$ cat src/rtl/axi_stream_fifo.sv
// Single-clock AXI4-Stream FIFO, first-word-fall-through read side.
// Carries tvalid/tready/tdata only; count/full/empty come from a registered
// occupancy counter so both ready and valid are free of combinational paths
// from the opposite side of the FIFO.
module axi_stream_fifo #(
  parameter int DATA_WIDTH = 32,
  parameter int DEPTH      = 16
) (
  input  logic                       aclk,
  input  logic                       areset,
  input  logic                       s_tvalid,
  output logic                       s_tready,
  input  logic [DATA_WIDTH-1:0]      s_tdata,
  output logic                       m_tvalid,
  input  logic                       m_tready,
  output logic [DATA_WIDTH-1:0]      m_tdata,
  output logic [$clog2(DEPTH):0]     count,
  output logic                       full,
  output logic                       empty
);

  localparam int AW = $clog2(DEPTH);
  localparam int CW = AW + 1;

  logic [DATA_WIDTH-1:0] mem [DEPTH];
  logic [AW-1:0]         wr_ptr;
  logic [AW-1:0]         rd_ptr;
  logic [CW-1:0]         count_q;
  logic                  push;
  logic                  pop;

  assign full     = (count_q == CW'(DEPTH));
  assign empty    = (count_q == '0);
  assign count    = count_q;
  assign s_tready = !full && !areset;
  assign m_tvalid = !empty && !areset;
  assign m_tdata  = mem[rd_ptr];

  assign push = s_tvalid && s_tready;
  assign pop  = m_tvalid && m_tready;

  // Storage write; not reset, contents are discarded via the pointers.
  always_ff @(posedge aclk) begin
    if (push) begin
      mem[wr_ptr] <= s_tdata;
    end
  end

  // Read/write pointers, wrapping naturally at DEPTH.
  always_ff @(posedge aclk) begin
    if (areset) begin
      wr_ptr <= '0;
      rd_ptr <= '0;
    end else begin
      if (push) begin
        wr_ptr <= wr_ptr + 1'b1;
      end
      if (pop) begin
        rd_ptr <= rd_ptr + 1'b1;
      end
    end
  end

  // Occupancy counter: +1 on push only, -1 on pop only.
  always_ff @(posedge aclk) begin
    if (areset) begin
      count_q <= '0;
    end else begin
      unique case ({push, pop})
        2'b10:   count_q <= count_q + 1'b1;
        2'b01:   count_q <= count_q - 1'b1;
        default: count_q <= count_q;
      endcase
    end
  end

endmodule

$ cat config.mk
export PLATFORM = sky130hd
export DESIGN_NAME = axi_stream_fifo
export DESIGN_NICKNAME = d
export VERILOG_FILES = /design/src/rtl/axi_stream_fifo.sv
export SDC_FILE = /design/constraint.sdc
export NUM_CORES = 1
export LEC_CHECK = 0
export ABC_AREA = 1
export BUFFER_PORTS_ARGS = -buffer_cell sky130_fd_sc_hd__buf_2
export CAP_MARGIN = 20
export CORE_AREA = 2 2 216 271
export CTS_BUF_LIST = sky130_fd_sc_hd__clkbuf_16
export DETAILED_ROUTE_END_ITERATION = 10
export DIE_AREA = 0 0 218 273
export PLACE_DENSITY = 0.65
export SYNTH_ARGS = -nofsm -noshare
export SYNTH_HDL_FRONTEND = slang
export SYNTH_SLANG_ARGS = --single-unit
export TNS_END_PERCENT = 20
$ cat constraint.sdc
create_clock -name aclk -period 2.7 [get_ports aclk]
set_clock_uncertainty 0.2 [all_clocks]
set_input_delay 0.135 -clock aclk [delete_from_list [all_inputs] [get_ports aclk]]
set_output_delay 0.135 -clock aclk [all_outputs]
set_load 0.005 [all_outputs]
Yosys cells after proc, flatten, opt, wreduce, memory -nomap -nowiden
Memory sizes are Yosys's and may differ from the RTL's. A register that Yosys moved wholly into a read port is not among the register bits.
Cells that the tools add are included.
Storage, ports and cells
  flip-flop bits (word level): 13
  logic and storage cells: 25
  memories kept: 1
  memory bits (writable): 512
  output and inout port bits: 41
Memories
  mem: depth 16, bits a word 32, read ports 1, clocked after Yosys merged registers in 1, wr ports 1, line 25  | logic [DATA_WIDTH-1:0] mem [DEPTH];
Cells by class
  eq/ne operators: 3
  reduce and logical (&&, ||, !) cells: 9
  $add $sub $neg: 4
  mux-type cells: 5
Operators by type and width (number)
  $pmux 5 s2: 1
  $add 4x1->4 const B: 2
  $mux 4: 2
  $add 5x1->5 const B: 1
  $eq 5x5->1 const B: 1
  $logic_not 5->1: 1
  $sub 5x1->5 const B: 1
  $logic_and 1x1->1: 4
  $logic_not 1->1: 3
  $eq 2x1->1 const B: 1
  $eq 2x2->1 const B: 1
  $mux 1: 2
  $reduce_bool 2->1: 1

Depth between registers and ports, before layout
Gate-level depths: netlist of the first run.
  word-level depth: 6
  mapped depth: 15

Least setup slack after synthesis of the first run
OpenSTA, ideal clock, no wires.
  kind: register -> register
  from: reg count_q[1] (netlist: count[1])
  to: mem mem[11][0], enable pin
  arrival: 2.430 ns
  setup time: 0.421 ns
  path slack: -0.351 ns
  required time: 2.079 ns
  clock period less this slack: 3.051 ns
  stages on the path, launching flop included: 8
  cells stage by stage: dfxtp_1 -> nor2_1 -> nand3_1 -> nand3_1 -> buf_6 -> inv_1 -> nand3_1 -> nor2_1
On the way
  cells in the longest elaborated chain, start to end: 6
Ends and longest elaborated chain
  start: declaration: line 28  | logic [CW-1:0] count_q;
  start signal: assignment: line 70  | 2'b10: count_q <= count_q + 1'b1;
  start signal: assignment: line 71  | 2'b01: count_q <= count_q - 1'b1;
  start signal: assignment: line 72  | default: count_q <= count_q;
  $eq 5x5->1: line 32  | assign full = (count_q == CW'(DEPTH));
  $logic_not 1->1: line 35  | assign s_tready = !full && !areset;
  $logic_and 1x1->1: line 35
  $logic_and 1x1->1: line 39  | assign push = s_tvalid && s_tready;
  $mux 1: line 44  | if (push) begin
  $mux 1 (not written as such): line 45  | mem[wr_ptr] <= s_tdata;
  end: declaration: line 25
No other way between the ends.

==> impl_summary.md, run 1 <==
Timing
The slew at the pin with the worst max-slew slack is 0.562 ns. Setup repair after global routing could not meet its margin everywhere. The final period demand of the worst path is 2.65 ns.

The final max-slew violation count is 0. The worst slew margin relative to its limit is 62.5%. Hold timing on the final database bottoms out at a slack of 0.136 ns.

Of the available clock period, the critical path in the final layout requires 98.1%. Static timing analysis puts the maximum clock frequency at 378 MHz. The count of final setup violators is 0. The total count of hold-check failures in the final report was 0.

Floorplanning
The floorplan step set the die width to 218 um. The region available for standard cell placement spans 0.0569 mm^2. The number of cell rows is 98. The initial utilization of the core area, before any placement, comes to 37.7%. The floorplan step defined a die boundary enclosing 0.0595 mm^2.

The total I/O pin count is 77. The die is 273 um tall.

GRT
Summed over all layers, the global routing overflow is 0. The initial antenna violation count is 0. The total track usage is 17.2%. The via count of the first global-routing pass is 12537. The first-pass GRT wire length is 77.1 mm.

The largest net degree at the start of global routing is 90.

Setup path
The delay of the slowest critical-path stage is 0.42 ns. The cell with the largest stage delay on the worst path is dfxtp_4. The worst register-to-register path begins at count[0]$_SDFFE_PP0P_. The worst setup path is launched from a flop. At the worst endpoint, the arrival time is 2.31 ns. The most numerous cell on the critical path is buf_16. The endpoint identified for the worst register-to-register timing path is mem[3][26]$_DFFE_PP_. For the worst setup path, the data required time is 2.37 ns. The critical path is of the flop to output port type. The signal on the critical path passes through buf_6 > buf_16 > buf_16 > mux2i_1 > o21ai_1 > o211ai_1 > nand2_1 > buf_2. STA classifies the critical path endpoint as an output port. The depth of the worst register-to-register path is 8.

Along the worst path, the maximum fanout reaches 33. The worst reg-to-reg setup slack is 0.25 ns.

Detailed routing
The first TritonRoute pass finished after 5 iterations. For this block, the routed nets add up to 51.7 mm of wire. After detailed routing, the number of remaining DRC violations is 0.

Routed signal wires occupy layers up through met4. The routed length per placed instance is 21.3 um. For this block, the via count after detailed routing is 12577. The number of DRC markers after the initial detailed-route iteration is 986.

Using the TritonRoute via totals, the vias-per-cell ratio works out to 5.19. After detailed routing, the met3 layer carries 2.97 mm of wire. Once detail routing completed, the nets flagged for antenna violations numbered 0. The detailed route wirelength on metal2 is 25.6 mm. In the final routing, the length of wire on met1 measures 21.9 mm.

Clock network
The clock net in this run drives a total of 529 sinks. After clock tree synthesis, the clock-pin slew on the worst setup and hold paths is 0.06 ns. TritonCTS built the clock tree. The H-tree was split into 2 levels. The buffer cell driving the clock tree root is clkbuf_16. The worst-case clock buffer depth is 3.

The CTS buffer count is 50. At the later pin of the worst-skew pair, clock insertion delay measures 0.61 ns.

Hold path
For hold timing, the worst endpoint is wr_ptr[2]$_SDFFE_PP0P_. The startpoint of the tightest hold check path is areset. The tightest min-delay check is of the input pin to flop type.

Along the worst hold path, the cell count comes to 3.

Yosys
By area the synthesized netlist is led by edfxtp_1 72%, mux2i_1 6.0%, o211ai_1 4.5%. The post-synthesis register bit count is 529. The total nets after synthesis is 1530.

The fraction of synthesis flops using an asynchronous set or reset pin is 0%. In this run the cell area of the synthesized design comes to 0.0214 mm^2. The commonest register cell after synthesis is edfxtp_1. Averaged over all synthesized cells, the footprint is 14.4 um^2. The commonest cells after synthesis are 512 x edfxtp_1, 154 x inv_1, 141 x a21oi_1. The most common cell in the netlist is edfxtp_1. The top cell type by area accounts for 71.7% of the synthesized area. The most area-hungry cell type in the Yosys netlist is edfxtp_1.

Synthesis produced 1486 cells. Yosys mapped a number of flops with a built-in enable equal to 512. For this run, the number of Yosys warnings is 0. The netlist uses 27 different library cells. The part of the Yosys area used for sequential elements is 73.3%.

Power
The static leakage power is 8.59 nW. The total power density per cell area is 757 mW/mm^2. IR analysis of the VDD net gives a maximum drop of 0.000571 V. The overall power consumption is 19.3 mW.

Cells and area
In the final layout, the multi-input gates occupy 0.00465 mm^2. The sequential cells in the finished layout cover a total of 0.0157 mm^2. With fillers left out, the area of the finished cells amounts to 0.0255 mm^2. The count of cells in the finished layout, fillers not included, comes to 2421. The number of inserted filler cells in the final layout is 5011. For this run, the post-layout net count is 1679.

At the end of the flow the core is filled with cells to 44.8%. The antenna cell count is 0. In the final layout, the share of cells above drive strength 1 is 15.6%. Relative to the synthesized area, the layout overhead comes to 18.8%.

Placement
Once placement finished, the instance area stood at 0.0230 mm^2. The total of buffers placed on input and output ports is 76. The placer congestion estimate is 0.808. The number of cells after detailed placement is 2278. Detailed placement ended at an HPWL of 29.7 mm.

Status
The flow ran to the end, and the final reports show no timing, DRC or antenna violations.

Flow run
The tool flagged a number of max-cap violations equal to 0.
## state kept, by name, summed over array words and instances (netlist names), named ones only
| register | flops |
|---|---|
| mem | 512 |
| count | 5 |
| rd_ptr | 4 |
| wr_ptr | 4 |
## stage by stage
| stage | setup slack, ns | TNS, ns |
|---|---|---|
| detailed placement | 0.318 | 0 |
| floorplan | -0.351 | -172.14 |
| global route | -0.0386 | -0.250 |
| global placement | 0.418 | 0 |
| finish | 0.0519 | 0 |
| CTS | -0.00410 | -0.00661 |
## final cells by class
class | count | share of cell area (%)
Clock buffer | 51 | 5.01
Clock inverter | 37 | 1.45
Inverter | 156 | 2.31
Multi-Input combinational cell | 708 | 18.3
Sequential cell | 529 | 61.7
Tap cell | 750 | 3.68
Timing Repair Buffer | 190 | 7.56
## cell families (layout without fill, tap and decap cells)
kind of cell | after synthesis | after routing | share of synthesized area (%)
AO/OA/AOI/OAI | 429 | 429 | 11.5
XOR/XNOR | 5 | 5 | 0.204
adder cells (fa/ha/maj) | 8 | 8 | 0.467
buffers and inverters | 249 | 434 | 5.74
flip-flops | 529 | 529 | 73.3
multiplexers | 128 | 128 | 5.97
AND/OR/NAND/NOR | 138 | 138 | 2.83
## cells in the final DEF (no fill, tap or decap), types with 2 or more instances in the layout
master           n
buf_12          22
a21oi_2          6
o211ai_1       128
inv_1          155
edfxtp_1       512
a21oi_1        135
bufbuf_16        3
xor2_1           3
nand2_2          2
o21ai_1         37
nor2_4          17
ha_1             8
o21ai_0        123
dlygate4sd3_1   35
dfxtp_4          3
clkbuf_16       55
buf_16           7
nand3_1         50
inv_2            3
bufinv_16        6
nand4_1          3
buf_4           33
dfxtp_1         13
clkinv_1        14
nand2_1         51
nor2_1          11
mux2i_1        127
buf_6            9
xnor2_1          2
clkinv_2         8
nor3_1           2
buf_2           76
clkinvlp_4       2
## critical path: cells and delay by family, from the launching register on
kind | cells | cell delay (ns)
AOI/OAI and AO/OA | 2 | 0.26
buffers and inverters | 4 | 0.67
DFF | 1 | 0.42
muxes | 1 | 0.23
and+or+nand+nor | 1 | 0.10
## routing by layer
metal  global-route usage, %  vias up
li1                        -     5850
met1                    22.4     6286
met2                    29.0      375
met3                    3.21       66
met4                    5.37        0
met5                       0        -
## power by group
group / total (mW) / switching (mW) / internal, mW
sequential: 9.19 / 0.0768 / 9.11
clock: 7.04 / 3.02 / 4.02
combinational: 3.05 / 1.81 / 1.24
## worst max path at each step
stage                     startpoint                     to  slack [ns]  depth (start not counted)
2_1_floorplan  count[1]$_SDFFE_PP0P_   mem[11][0]$_DFFE_PP_       -0.35                          7
3_3_place_gp   count[1]$_SDFFE_PP0P_  count[4]$_SDFFE_PP0P_        0.42                         14
3_5_place_dp   count[0]$_SDFFE_PP0P_    mem[4][1]$_DFFE_PP_        0.32                          8
4_1_cts                         flop             m_tdata[9]      -0.004                          9
5_1_grt                         flop            m_tdata[20]       -0.04                          8
6_report                        flop            m_tdata[20]        0.05                          8
## timing repair
action,4_1_cts,5_1_grt
endpoints found under the hold margin,529,0
resized for setup,16,21
cloned,5,4
endpoints found under the setup margin,30,29
buffers inserted,12,0
pin swaps,4,11
hold buffers,35,0
Note: power is estimated with default switching activity, not from simulation.
==> run 2, diff against run 1 <==
--- a/config.mk
+++ b/config.mk
@@ -11,3 +11,3 @@
 export CORE_AREA = 2 2 216 271
-export CTS_BUF_LIST = sky130_fd_sc_hd__clkbuf_16
+export CTS_BUF_LIST = sky130_fd_sc_hd__clkbuf_4
 export DETAILED_ROUTE_END_ITERATION = 10
--- a/constraint.sdc
+++ b/constraint.sdc
@@ -4,2 +4,2 @@
 set_output_delay 0.135 -clock aclk [all_outputs]
-set_load 0.005 [all_outputs]
+set_load 0.01 [all_outputs]
==> impl_summary.md, run 2 (same netlist as run 1, synthesis figures left out) <==
Floorplanning
The die span in y is 273 um (unchanged). The horizontal die dimension is 218 um (unchanged). The starting density of the core came to 37.7% (unchanged). The placeable core area is 0.0569 mm^2 (unchanged). The number of cell rows is 98 (unchanged).

The die area was 0.0595 mm^2 (unchanged). The total I/O pin count was 77 (unchanged).

Setup path
The data required time of the critical path was 2.37 ns (about the same). Among all stages on the critical path, the largest delay is contributed by dfxtp_4. STA classifies the critical path endpoint as an output port.

Traced cell by cell, the critical path runs through clkbuf_16 > buf_16 > mux2i_1 > o211ai_1 > nand3_1 > nand2_1 > buf_2. The largest driver fanout on the critical path came to 10 (-70%). The total number of cells along the worst setup path is 7 (-1). The sum of buffers and inverters on the critical path is 3 (-1). The arrival time of data at the critical path endpoint is 2.55 ns (+0.24 ns). The delay of the slowest critical-path stage was 0.43 ns (about the same). The setup path with the least slack is of type flop to output port. Grouping stages by cell kind, the critical path spends the most delay in buffers and inverters. The depth of the worst register-to-register path is 8 (unchanged). The category of the worst setup path launch point is a flop.

Clock network
The insertion delay to the later sink of the worst-skew pair is 0.89 ns (+0.28 ns). The worst-case clock buffer depth is 3 (unchanged). The maximum level of the CTS H-tree was 3 (+1). The number of sinks driven by the clock tree came to 529 (unchanged). The CTS buffer count came to 121 (+140%). The clock slew seen by the registers of the worst setup and hold paths is 0.07 ns (about the same). The cell sitting at the root of the clock tree is a clkbuf_4. The clock tree from TritonCTS is done.

Cells and area
The total number of nets in the final design is 1828 (+8.9%). The number of standard cells in the layout, taps in and fillers out is 2631 (+8.7%). The largest register by flop count is mem. In the layout the commonest cells are 512 x edfxtp_1, 180 x clkbuf_4, 151 x inv_1, 128 x o211ai_1, 115 x a21oi_1. The flip-flop count of the largest register after layout came to 512 (unchanged). The area overhead of the layout relative to synthesis is 26.0%.

The share of cells above drive strength 1 was 24.6% (+9.0 points). The library cell used most frequently in the layout, excluding fill and tap cells, is edfxtp_1. The number of inserted filler cells in the final layout is 4883 (-2.6%).

GRT
The first-pass GRT wire length is 82.0 mm (+6.4%). The initial antenna violation count is 2 (+2). The via count of the first global-routing pass was 13568 (+8.2%). The final global-route overflow total was 0 (unchanged).

The largest net degree at the start of global routing is 67 (-26%). The total track usage is 18.3% (+1.1 points).

Timing
Setup repair after global routing could not meet its margin everywhere. The slew at the pin with the worst max-slew slack is 0.640 ns (+0.0776 ns). The total count of hold-check failures in the final report is 0 (unchanged).

The worst slew margin relative to its limit is 57.2% (-5.3 points). The final period demand of the worst path is 2.88 ns (+0.233 ns). The post-layout worst setup margin came to -0.181 ns (-0.233 ns).

The count of final setup violators is 32 (+32). The period utilization was 107% (+8.6 points). The final max-slew violation count is 0 (unchanged). The upper clock frequency limit is 347 MHz (-8.1%).

Status
The flow ran to the end, but the final reports show violations. The checks that failed: negative setup slack.

Hold path
The number of cells on the worst hold path is 2 (-1). In this run the worst hold path is classified as input pin to flop.

Placement
The total of buffers placed on input and output ports is 76 (unchanged). The number of cells after detailed placement is 2277 (-0.044%). The placer congestion estimate is 0.826 (+2.1%). The final HPWL from detailed placement was 29.1 mm (-2.1%).

Detailed routing
The routed wire length was 56.7 mm (+9.8%). The via density per instance is 5.24 (+0.91%). The number of detailed-route iterations in the first pass is 5 (unchanged).

The DRC violation count after routing came to 0 (unchanged). The routed via count came to 13792 (+9.7%). The remaining antenna violation count after routing is 0 (unchanged). The number of DRC markers after the initial detailed-route iteration is 1111 (+13%). The routed length per placed instance is 21.6 um (+1.0%).

Flow run
The max-cap check violation count is 0 (unchanged).

Power
The overall power consumption is 19.6 mW (+1.6%). The total power density per cell area was 725 mW/mm^2 (-4.2%). The static leakage power is 9.35 nW (+8.8%). The maximum VDD drop is 0.000428 V (-25%).
## run 2: cell types whose count changed in the layout (fill, tap and decap cells not counted), sizes merged
cell / previous run / this run
clkbuf: 55 / 197
dlygate4sd3: 35 / 83
buf: 148 / 167
clkinv: 23 / 32
diode: 0 / 5
inv: 162 / 157
bufinv: 6 / 2
bufbuf: 3 / 1
clkinvlp: 2 / 0
## run 2: final timing paths
kind                          startpoint                     end  slack (ns)
hold reg to reg   rd_ptr[2]$_SDFFE_PP0P_  rd_ptr[2]$_SDFFE_PP0P_        0.30
setup / recovery                    flop             m_tdata[18]       -0.18
setup reg to reg   count[1]$_SDFFE_PP0P_    mem[4][31]$_DFFE_PP_        0.32
hold / removal                s_tdata[9]     mem[0][9]$_DFFE_PP_        0.06
## run 2: cell type report
type                    count  area [um^2]  area share [%]
inverters                 156          601            2.22
diodes                      5         12.5          0.0463
well taps                 750          938            3.47
repair buffers            268         3290            12.2
clock inverters            35          224           0.829
flip-flops and latches    529        15700            58.2
multi-input cells         708         4880            18.1
clock buffers             180         1350            5.00
## run 2: worst register-to-register path, stage by stage (launching register included)
cell	delay, ns
dfxtp_1	0.44
nor2_1	0.11
nand3_1	0.12
nand3_1	0.11
buf_4	0.19
inv_1	0.13
nand2_1	0.26
nor2_4	0.19
buf_12	0.26
## run 2: metal layers
metal  vias to the layer above  global-route usage [%]  part of all wire [%]
li1                       6258                       -                     -
met1                      6881                    23.7                    41
met2                       555                    30.1                    50
met3                        98                    3.86                   6.6
met4                         0                    7.04                   2.5
met5                         -                       0                     0
## run 2: what timing repair did
item                                    CTS  global route
setup buffers                            10            10
hold endpoints to repair                529             0
hold buffers                             83             0
cloned                                   14            17
pin swaps                                 7            36
endpoints found under the setup margin   32            34
gates resized for setup                  71           100
## run 2: power by group
group | leakage (nW) | switching, mW | internal [mW]
registers | 4.75 | 0.0752 | 9.11
logic | 3.66 | 2.21 | 1.83
clock network | 0.933 | 3.12 | 3.24
total | 9.35 | 5.40 | 14.2
## run 2: metrics by stage
stage                     util [%]  TNS [ns]  worst slack [ns]  cell area, um^2  hold WS [ns]
final                         47.5     -4.12            -0.181            27000        0.0618
after global routing          47.5     -8.42            -0.296            27000        0.0462
after CTS                     46.1     -5.66            -0.222            26200       0.00856
after detailed placement      40.5         0             0.310            23100         0.229
after global placement        40.5         0             0.399            23100         0.215
after floorplan                  -   -195.58            -0.396            21400       0.00407
